==> src/rtl/dbf_seq_pkg.sv <==
// rtl/dbf_seq_pkg.sv - shared state encoding and defaults for the DBF receive sequencer
// Purpose: FSM state type, default timing constants and a small width helper.
// Ports: none (package).
package dbf_seq_pkg;

    typedef enum logic [2:0] {
        S_IDLE,
        S_TX,
        S_FETCH,
        S_SETTLE,
        S_RX,
        S_DRAIN,
        S_GAP
    } state_t;

    localparam int DEF_ZONES     = 16;
    localparam int ZONE_WD       = $clog2(DEF_ZONES);
    localparam int DEF_TX_CYC    = 16;
    localparam int DEF_LUT_LAT   = 2;
    localparam int DEF_DRAIN_CYC = 8;

    function automatic int max_int(input int a, input int b);
        return (a > b) ? a : b;
    endfunction

endpackage

==> src/rtl/dbf_rx_sequencer_timer.sv <==
// rtl/dbf_rx_sequencer_timer.sv - loadable down-counter with terminal-count flag
// Purpose: times every sequencer phase; a load of N-1 gives an N-cycle phase.
// Ports: clk, rst (sync active-high), load, load_val in; count, tc (count==0) out.
module dbf_seq_timer #(
    parameter int WD = 12
) (
    input  logic          clk,
    input  logic          rst,
    input  logic          load,
    input  logic [WD-1:0] load_val,
    output logic [WD-1:0] count,
    output logic          tc
);

    always_ff @(posedge clk) begin
        if (rst) begin
            count <= '0;
        end else if (load) begin
            count <= load_val;
        end else if (count != '0) begin
            count <= count - WD'(1);
        end
    end

    assign tc = (count == '0);

endmodule

==> src/rtl/dbf_rx_sequencer.sv <==
// rtl/dbf_rx_sequencer.sv - per-frame scan controller: TX window, LUT prefetch, zoned RX window
// Purpose: sequences TX -> FETCH -> SETTLE -> RX -> DRAIN -> GAP per scan line and
//          steps the delay-LUT address through the depth zones of each line.
// Ports: clk, rst_n (sync active-high), frame_go, abort, num_lines, zone_len, line_gap in;
//        tx_en, start, dbf_lut_addr, dbf_lut_we, line_idx, zone_idx, busy,
//        line_done, frame_done, cfg_err out (all registered).
module dbf_rx_sequencer
    import dbf_seq_pkg::*;
#(
    parameter int ADDR_WD   = 10,
    parameter int ZONES     = DEF_ZONES,
    parameter int ZLEN_WD   = 12,
    parameter int LINE_WD   = 8,
    parameter int TX_CYC    = DEF_TX_CYC,
    parameter int LUT_LAT   = DEF_LUT_LAT,
    parameter int DRAIN_CYC = DEF_DRAIN_CYC
) (
    input  logic                       clk,
    input  logic                       rst_n,
    input  logic                       frame_go,
    input  logic                       abort,
    input  logic [LINE_WD-1:0]         num_lines,
    input  logic [ZLEN_WD-1:0]         zone_len,
    input  logic [7:0]                 line_gap,
    output logic                       tx_en,
    output logic                       start,
    output logic [ADDR_WD-1:0]         dbf_lut_addr,
    output logic                       dbf_lut_we,
    output logic [LINE_WD-1:0]         line_idx,
    output logic [$clog2(ZONES)-1:0]   zone_idx,
    output logic                       busy,
    output logic                       line_done,
    output logic                       frame_done,
    output logic                       cfg_err
);

    localparam int ZW = $clog2(ZONES);
    localparam int TW = max_int(max_int(ZLEN_WD, 8),
                        max_int($clog2(TX_CYC + 1),
                        max_int($clog2(LUT_LAT + 1), $clog2(DRAIN_CYC + 1))));
    localparam logic [ZW-1:0] ZONE_LAST = ZW'(ZONES - 1);

    state_t             state;
    logic [LINE_WD-1:0] lines_q;
    logic [ZLEN_WD-1:0] zlen_q;
    logic [7:0]         gap_q;

    logic               tmr_ld;
    logic [TW-1:0]      tmr_ld_val;
    logic [TW-1:0]      tmr_count;
    logic               tmr_tc;

    logic               cfg_ok;
    logic               zone_last;
    logic               last_line;
    logic               line_end;

    assign cfg_ok    = (num_lines != '0) && (zone_len != '0);
    assign zone_last = (zone_idx == ZONE_LAST);
    assign last_line = (line_idx == lines_q - LINE_WD'(1));
    // Line ends when GAP expires, or straight out of DRAIN when the gap is zero.
    assign line_end  = tmr_tc && ((state == S_GAP) || (state == S_DRAIN && gap_q == '0));

    function automatic logic [ADDR_WD-1:0] lut_addr(input logic [LINE_WD-1:0] lidx, input int zsel);
        logic [31:0] full;
        full = 32'(lidx) * 32'(ZONES) + 32'(zsel);
        return full[ADDR_WD-1:0];
    endfunction

    // Timer reload for the phase being entered; the timer counts down to 0 otherwise.
    always_comb begin
        tmr_ld     = 1'b0;
        tmr_ld_val = '0;
        case (state)
            S_IDLE: begin
                if (frame_go && cfg_ok) begin
                    tmr_ld     = 1'b1;
                    tmr_ld_val = TW'(TX_CYC - 1);
                end
            end
            S_FETCH: begin
                tmr_ld     = 1'b1;
                tmr_ld_val = TW'(LUT_LAT - 1);
            end
            S_SETTLE, S_RX: begin
                if (tmr_tc) begin
                    tmr_ld     = 1'b1;
                    tmr_ld_val = (state == S_RX && zone_last) ? TW'(DRAIN_CYC - 1)
                                                              : TW'(zlen_q) - TW'(1);
                end
            end
            S_DRAIN: begin
                if (tmr_tc) begin
                    tmr_ld     = 1'b1;
                    tmr_ld_val = (gap_q != '0) ? TW'(gap_q) - TW'(1) : TW'(TX_CYC - 1);
                end
            end
            S_GAP: begin
                if (tmr_tc) begin
                    tmr_ld     = 1'b1;
                    tmr_ld_val = TW'(TX_CYC - 1);
                end
            end
            default: begin
                tmr_ld     = 1'b0;
                tmr_ld_val = '0;
            end
        endcase
    end

    dbf_seq_timer #(
        .WD(TW)
    ) u_timer (
        .clk      (clk),
        .rst      (rst_n),
        .load     (tmr_ld),
        .load_val (tmr_ld_val),
        .count    (tmr_count),
        .tc       (tmr_tc)
    );

    always_ff @(posedge clk) begin
        line_done  <= 1'b0;
        frame_done <= 1'b0;
        cfg_err    <= 1'b0;
        dbf_lut_we <= 1'b0;
        if (rst_n || abort) begin
            state        <= S_IDLE;
            tx_en        <= 1'b0;
            start        <= 1'b0;
            busy         <= 1'b0;
            dbf_lut_addr <= '0;
            line_idx     <= '0;
            zone_idx     <= '0;
            if (rst_n) begin
                lines_q <= '0;
                zlen_q  <= '0;
                gap_q   <= '0;
            end
        end else begin
            case (state)
                S_IDLE: begin
                    if (frame_go) begin
                        if (cfg_ok) begin
                            lines_q  <= num_lines;
                            zlen_q   <= zone_len;
                            gap_q    <= line_gap;
                            line_idx <= '0;
                            zone_idx <= '0;
                            state    <= S_TX;
                            tx_en    <= 1'b1;
                            busy     <= 1'b1;
                        end else begin
                            cfg_err <= 1'b1;
                        end
                    end
                end
                S_TX: begin
                    if (tmr_tc) begin
                        state        <= S_FETCH;
                        tx_en        <= 1'b0;
                        dbf_lut_we   <= 1'b1;
                        dbf_lut_addr <= lut_addr(line_idx, 0);
                    end
                end
                S_FETCH: state <= S_SETTLE;
                S_SETTLE: begin
                    if (tmr_tc) begin
                        state <= S_RX;
                        start <= 1'b1;
                        // One-sample zones: the first RX cycle is already the last sample of zone 0.
                        if (zlen_q == ZLEN_WD'(1) && ZONES > 1) begin
                            dbf_lut_we   <= 1'b1;
                            dbf_lut_addr <= lut_addr(line_idx, 1);
                        end
                    end
                end
                S_RX: begin
                    if (tmr_tc) begin
                        if (zone_last) begin
                            state <= S_DRAIN;
                            start <= 1'b0;
                        end else begin
                            zone_idx <= zone_idx + ZW'(1);
                            if (zlen_q == ZLEN_WD'(1) && int'(zone_idx) + 1 < ZONES - 1) begin
                                dbf_lut_we   <= 1'b1;
                                dbf_lut_addr <= lut_addr(line_idx, int'(zone_idx) + 2);
                            end
                        end
                    end else if (tmr_count == TW'(1) && !zone_last) begin
                        // Strobe lands on the zone's final sample cycle.
                        dbf_lut_we   <= 1'b1;
                        dbf_lut_addr <= lut_addr(line_idx, int'(zone_idx) + 1);
                    end
                end
                S_DRAIN: begin
                    if (tmr_tc && gap_q != '0) begin
                        state <= S_GAP;
                    end
                end
                S_GAP: begin
                end
                default: state <= S_IDLE;
            endcase

            if (line_end) begin
                line_done <= 1'b1;
                zone_idx  <= '0;
                if (last_line) begin
                    frame_done <= 1'b1;
                    busy       <= 1'b0;
                    state      <= S_IDLE;
                end else begin
                    line_idx <= line_idx + LINE_WD'(1);
                    state    <= S_TX;
                    tx_en    <= 1'b1;
                end
            end
        end
    end

endmodule

==> config.mk <==
export PLATFORM = sky130hd
export DESIGN_NAME = dbf_rx_sequencer
export DESIGN_NICKNAME = d
export VERILOG_FILES = /design/src/rtl/dbf_seq_pkg.sv /design/src/rtl/dbf_rx_sequencer_timer.sv /design/src/rtl/dbf_rx_sequencer.sv
export SDC_FILE = /design/constraint.sdc
export NUM_CORES = 1
export LEC_CHECK = 0
export CAP_MARGIN = 20
export CORE_MARGIN = 5
export CORE_UTILIZATION = 50
export DETAILED_ROUTE_END_ITERATION = 12
export GPL_ROUTABILITY_DRIVEN = 0
export PLACE_DENSITY_LB_ADDON = 0.3
export SLEW_MARGIN = 30
export SYNTH_ARGS = -nofsm -noshare
export SYNTH_HDL_FRONTEND = slang
export SYNTH_SLANG_ARGS = --single-unit
export TNS_END_PERCENT = 100
==> constraint.sdc <==
create_clock -name clk -period 4 [get_ports clk]
set_input_delay 1 -clock clk [delete_from_list [all_inputs] [get_ports clk]]
set_output_delay 1 -clock clk [all_outputs]
set_load 0.02 [all_outputs]
==> metrics.md, run 1 <==
| Metric | Value |
|---|---|
| TritonRoute pass-1 iters | `6` |
| Worst-path fanout max | `28` |
| GRT Max-Usage Layer | `met2` |
| Worst clock skew | `0.0147 ns` |
| Mapped Cells | `548` |
| Initial antenna violation count | `0` |
| Worst skew pair latency | `0.35 ns` |
| All-Layer GR Usage | `around a fifth` |
| Synth Flop Type | `dfxtp_1` |
| Grt ovf | `0` |
| Fin area | `between 0.005 and 0.006 sq mm` |
| Met2 Resource Use GR | `32.3%` |
| # H-tree levels | `3` |
| Starting Density | `51.0%` |
| Die width | `107 um` |
| ANT cells | `0` |
| CP startpoint kind | `input port` |
| Synth unique cells | `66` |
| Max Fclk | `326 MHz` |
| PwrDens | `312 mW/mm^2` |
| Tot Pwr | `1.72 mW` |
| Yosys Warn Count | `0` |
| Layout cells sized above 1 | `7.67%` |
| Initial DRC Count | `228` |
| Dpl cell area | `0.00533 sq mm` |
| Clock buffer count from CTS | `9` |
| Bufs on Longest Clock Path | `2` |
| RSZ-0062 raised after global routing | `false` |
| Mapped Area | `0.00466 sq mm` |
| Final Hold Vio Count | `0` |
| Post-Syn Area per Cell | `8.51 sq um` |
| Fin crit share | `76.8%` |
| I/O pin total | `a little over 60` |
| CTS root buffer | `clkbuf_8` |
| Final wirelength | `11100 um` |
| CP required | `about 4 ns` |
| FF+latch count, synth | `72` |
| Die Y | `107 um` |
| ANT nets after route | `0` |
| Number of vias per cell | `5.97` |
| Dpl ws | `0.642 ns` |
| Final max-slew violation count | `0` |
| Met3 usage | `roughly 4.4%` |
| Post-CTS Setup Inserts | `0` |
| First-pass GRT wire length | `18900 um` |
| Filler instances | `between 700 and 800` |
| Ys async rst share | `0%` |
| Routed WL per cell | `about 16 um` |
| Layout net count | `640` |
| Core Footprint | `roughly 0.0092 sq mm` |
| Clk slew on worst S/H paths | `0.07 ns` |
| Area Overhead vs Synth | `18.3%` |
| Post-DP HPWL | `a little over 8000 um` |
| LEAKAGE | `1.98 nW` |
| Crit Path Class | `in2reg` |
| Number of global-route vias before repair | `4007` |
| Via count | `4244` |
| Worst setup EP type | `flop` |
| Crit path time final | `approximately 3.1 ns` |
| EDFF count, synth | `28` |
| Num Clock Sinks | `72` |
| DP Cell Count | `695` |
| Setup violations, final | `0` |
| Hold crit path type | `reg2reg` |
| PortBufs | `60` |
| GRT met1 Usage | `27.0%` |
| Die area | `0.0114 sq mm` |
| Placement row count | `35` |
| Worst-Margin Slew | `between 0.8 and 0.9 ns` |
| Synth Net Count | `about 590` |
| Fin util | `60.3%` |
| Arrival @ worst endpoint | `~3 ns` |
| Largest net degree at the start of global routing | `34` |
| Worst Hold Slack | `0.458 ns` |
| Post-cts sizing count | `0` |
| Peak supply drop | `0.000191 V` |
| Max Cap Viol | `0` |
| Sequential area share after synthesis | `36.9%` |
| DR DRC count | `0` |
| Outcome | `complete, no violations` |
| CTS Hold Bufs | `0` |
| Max_slew headroom | `46.3%` |
| Final std cells w/o fill | `711` |
| CTS tree | `built` |
| Final TNS setup | `0 ns` |
| Setup WS post-layout | `0.928 ns` |
report_power, final:
| part | internal, mW | total [mW] | leakage [nW] | switching (mW) |
|---|---|---|---|---|
| Sequential | 0.802 | 0.849 | 0.653 | 0.0471 |
| Clock | 0.282 | 0.557 | 0.0917 | 0.275 |
| Combinational | 0.137 | 0.316 | 1.23 | 0.178 |
worst paths after layout:
check	start	end	slack, ns	cells past startpoint
setup / recovery	frame_go	gap_q[7]	0.93	5
setup reg to reg	state[0]	line_idx[2]	1.26	6
hold reg to reg	dbf_lut_addr[8]	dbf_lut_addr[8]	0.46	2
hold / removal	dbf_lut_addr[8]	dbf_lut_addr[8]	0.46	2
synthesized netlist by cell type, drive strengths merged (2+ instances only):
cell      n  area share [%]
o21ai    24             2.6
o2bb2ai   2            0.38
or2       6            0.80
nand2    61             4.9
nand3b    2            0.32
a2bb2oi   2            0.38
nand2b   11             1.5
buf      11             1.4
o2111ai   2            0.38
o41ai     2            0.78
and3      4            0.56
or3       6            0.80
nor4     13             2.5
a211oi    5            0.80
xnor2    20             3.8
nor3     23             2.6
a31oi     8             1.1
edfxtp   28              18
a21oi    32             3.5
mux2i    14             3.0
nor2     37             3.0
nand3    23             2.5
nor4b     4            0.75
dfxtp    44              19
nand4b    2            0.38
clkbuf   20             1.6
and2     33             4.5
nor2b     3            0.40
a221oi    4            0.75
inv      15             1.2
ha       13             3.5
nand4    12             1.7
o22ai     6            0.80
a21o      4            0.67
o211ai    7             1.1
or3b      2            0.38
a31o      3            0.56
nor3b     6             1.1
o311ai    2            0.38
xor2     15             2.8
o21bai    5            0.80
layer usage:
layer | share of wire, % | vias to the layer above
li1 | - | 2085
met1 | 45 | 1958
met2 | 46 | 172
met3 | 7.2 | 29
met4 | 2.2 | 0
met5 | 0 | -
registers in the layout (all words and copies together) (netlist names):
| name | count |
|---|---|
| line_idx | 8 |
| zlen_q | 12 |
| start | 1 |
| frame_done | 1 |
| u_timer.count | 12 |
| dbf_lut_we | 1 |
| busy | 1 |
| line_done | 1 |
| cfg_err | 1 |
| dbf_lut_addr | 10 |
| tx_en | 1 |
| gap_q | 8 |
| lines_q | 8 |
| zone_idx | 4 |
| state | 3 |
critical path: stages:
cell	delay, ns
clkdlybuf4s50_1	0.51
nor4b_1	0.58
nand3_1	0.43
o21bai_2	0.22
buf_4	0.35
final cells by class:
cell class	instances	area [sq um]	area share (%)
clock buffers	9	124	2.25
clock inverters	7	62.6	1.13
inverters	15	56.3	1.02
multi-input cells	430	2760	50.0
flip-flops and latches	72	1720	31.2
well taps	111	139	2.52
repair buffers	67	653	11.8
kinds of logic after synthesis:
group	count (synthesis)	synth area share [%]
and+or+nand+nor	250	28.9
AOI/OAI and AO/OA	118	16.8
DFF	72	36.9
buffers and inverters	46	4.26
xor gates and xnor gates	35	6.57
muxes	14	3.00
adders and majority gates	13	3.49
cell usage in the layout, fill, tap and decap left out, drive strengths merged, types with 20 or more instances in the layout:
cell,instances
nand2,61
clkdlybuf4s50,60
dfxtp,44
nor2,37
and2,33
a21oi,32
edfxtp,28
o21ai,24
nand3,23
nor3,23
xnor2,20
Note: power is estimated with default switching activity, not from simulation.
==> inputs of run 2 (changes only) <==
==> constraint.sdc (replaced) <==
create_clock -name clk -period 2.7 [get_ports clk]
set_input_delay 0.675 -clock clk [delete_from_list [all_inputs] [get_ports clk]]
set_output_delay 0.675 -clock clk [all_outputs]
set_load 0.02 [all_outputs]
==> metrics.md, run 2 (same netlist as run 1, synthesis figures left out) <==
| Metric | Value |
|---|---|
| Worst skew pair latency | `approximately 0.36 ns` |
| First-pass GRT wire length | `19300 um` |
| Dpl ws | `-0.0977 ns` |
| Worst setup EP type | `flop` |
| Biggest regs | `u_timer.count: 12 flops, zlen_q: 12 flops, dbf_lut_addr: 10 flops` |
| Initial antenna violation count | `0` |
| Tot Pwr | `approximately 2.6 mW` |
| TritonRoute pass-1 iters | `5` |
| Hold Startpoint | `dbf_lut_addr[0]` |
| Hold Path Sink | `dbf_lut_addr[0]` |
| Post-cts sizing count | `0` |
| Setup WS post-layout | `approximately 0.16 ns` |
| Area Overhead vs Synth | `22.2%` |
| Worst clock skew | `0.0144 ns` |
| Max Cap Viol | `0` |
| Starting Density | `51.0%` |
| DR DRC count | `0` |
| Worst R2R Setup Slack | `0.20 ns` |
| Max_slew headroom | `49.6%` |
| Fin crit share | `93.9%` |
| Commonest non-fill, non-tap cells in the layout | `nand2_1, clkdlybuf4s50_1, dfxtp_1` |
| PwrDens | `about 460 mW/mm^2` |
| Die Y | `107 um` |
| ANT cells | `0` |
| Crit Path Class | `in2reg` |
| Die area | `approximately 0.011 sq mm` |
| All-Layer GR Usage | `approximately a fifth` |
| Hold depth | `2` |
| Post-CTS Setup Inserts | `0` |
| Number of vias per cell | `5.96` |
| Setup violations, final | `0` |
| # H-tree levels | `3` |
| CP required | `between 2 and 3 ns` |
| CTS tree | `built` |
| Post-DP HPWL | `8670 um` |
| Grt ovf | `0` |
| Final wirelength | `~12000 um` |
| Clock buffer count from CTS | `9` |
| Bufs on Longest Clock Path | `2` |
| Max Fclk | `394 MHz` |
| Number of global-route vias before repair | `4059` |
| DP Cell Count | `718` |
| Final Hold Vio Count | `0` |
| Placement row count | `35` |
| Final std cells w/o fill | `between 700 and 800` |
| Worst-path fanout max | `6` |
| Crit Reg-Reg Endpoint | `dbf_lut_addr[2]` |
| Routed WL per cell | `15.9 um` |
| Core Footprint | `0.00915 sq mm` |
| CP startpoint kind | `input port` |
| RSZ-0062 raised after global routing | `false` |
| Layout net count | `663` |
| Layout cells sized above 1 | `11.4%` |
| Initial DRC Count | `483` |
| RR Startpoint | `zlen_q[1]` |
| CTS root buffer | `clkbuf_8` |
| Arrival @ worst endpoint | `2.81 ns` |
| Largest net degree at the start of global routing | `31` |
| Clk slew on worst S/H paths | `0.08 ns` |
| Peak supply drop | `0.000411 V` |
| Via count | `4376` |
| PortBufs | `60` |
| Outcome | `complete, no violations` |
| ANT nets after route | `0` |
| Die width | `roughly 110 um` |
| Filler instances | `773` |
| CTS Hold Bufs | `0` |
| I/O pin total | `61` |
| Commonest non-fill, non-tap cell in the layout | `nand2_1` |
| Num Clock Sinks | `72` |
| Hold crit path type | `reg2reg` |
| Crit path time final | `roughly 2.5 ns` |
| Worst-Margin Slew | `0.754 ns` |
| R2R cell count | `9` |
| LEAKAGE | `~2.1 nW` |
| Final max-slew violation count | `0` |
==> run 2: per-stage QoR <==
stage	hold WS, ns	utilization, %	instance area (sq um)	setup TNS (ns)
after global placement	0.442	60.2	5510	-0.0303
after detailed placement	0.456	60.2	5510	-1.96
after CTS	0.468	62.3	5700	0
final	0.463	62.3	5700	0
after global routing	0.486	62.3	5700	0
after floorplan	0.486	-	4680	0
==> run 2: worst max path at each step <==
| stage | from | to | slack, ns | cells past startpoint |
|---|---|---|---|---|
| 6_report | num_lines[5] | u_timer.count[8] | 0.16 | 7 |
| 5_1_grt | lines_q[0] | line_idx[5] | 0.01 | 9 |
| 4_1_cts | num_lines[5] | u_timer.count[8] | 0.17 | 7 |
| 3_5_place_dp | num_lines[5] | u_timer.count[8] | -0.1 | 7 |
| 3_3_place_gp | frame_go | gap_q[2] | -0.002 | 4 |
| 2_1_floorplan | frame_go | gap_q[0] | 0.26 | 4 |
==> run 2: where the power goes <==
group | total (mW) | leakage, nW | switching [mW] | internal [mW]
Combinational | 0.507 | 1.35 | 0.278 | 0.229
Sequential | 1.26 | 0.653 | 0.0685 | 1.19
Clock | 0.872 | 0.0933 | 0.445 | 0.427
Total | 2.64 | 2.09 | 0.791 | 1.84
==> run 2: cell type report <==
type                            instances  area, sq um  area share [%]
Clock buffer                            9          124            2.17
Clock inverter                          7         71.3            1.25
Inverter                               15         56.3           0.988
Multi-Input combinational cell        430         2760            48.5
Sequential cell                        72         1720            30.2
Tap cell                              111          139            2.44
Timing Repair Buffer                   90          826            14.5
==> run 2: layer usage <==
layer	vias up	share of wire (%)	track usage, %
li1	2130	-	-
met1	2049	46	28.4
met2	166	46	33.3
met3	31	5.9	3.97
met4	0	2.3	6.76
met5	-	0	0
==> run 2: critical path, cell delays in order <==
cell,delay (ns)
clkdlybuf4s50_1,0.42
nor4_1,0.36
nand2_1,0.22
a31o_2,0.36
nor2_1,0.29
o311ai_0,0.25
a31oi_1,0.24
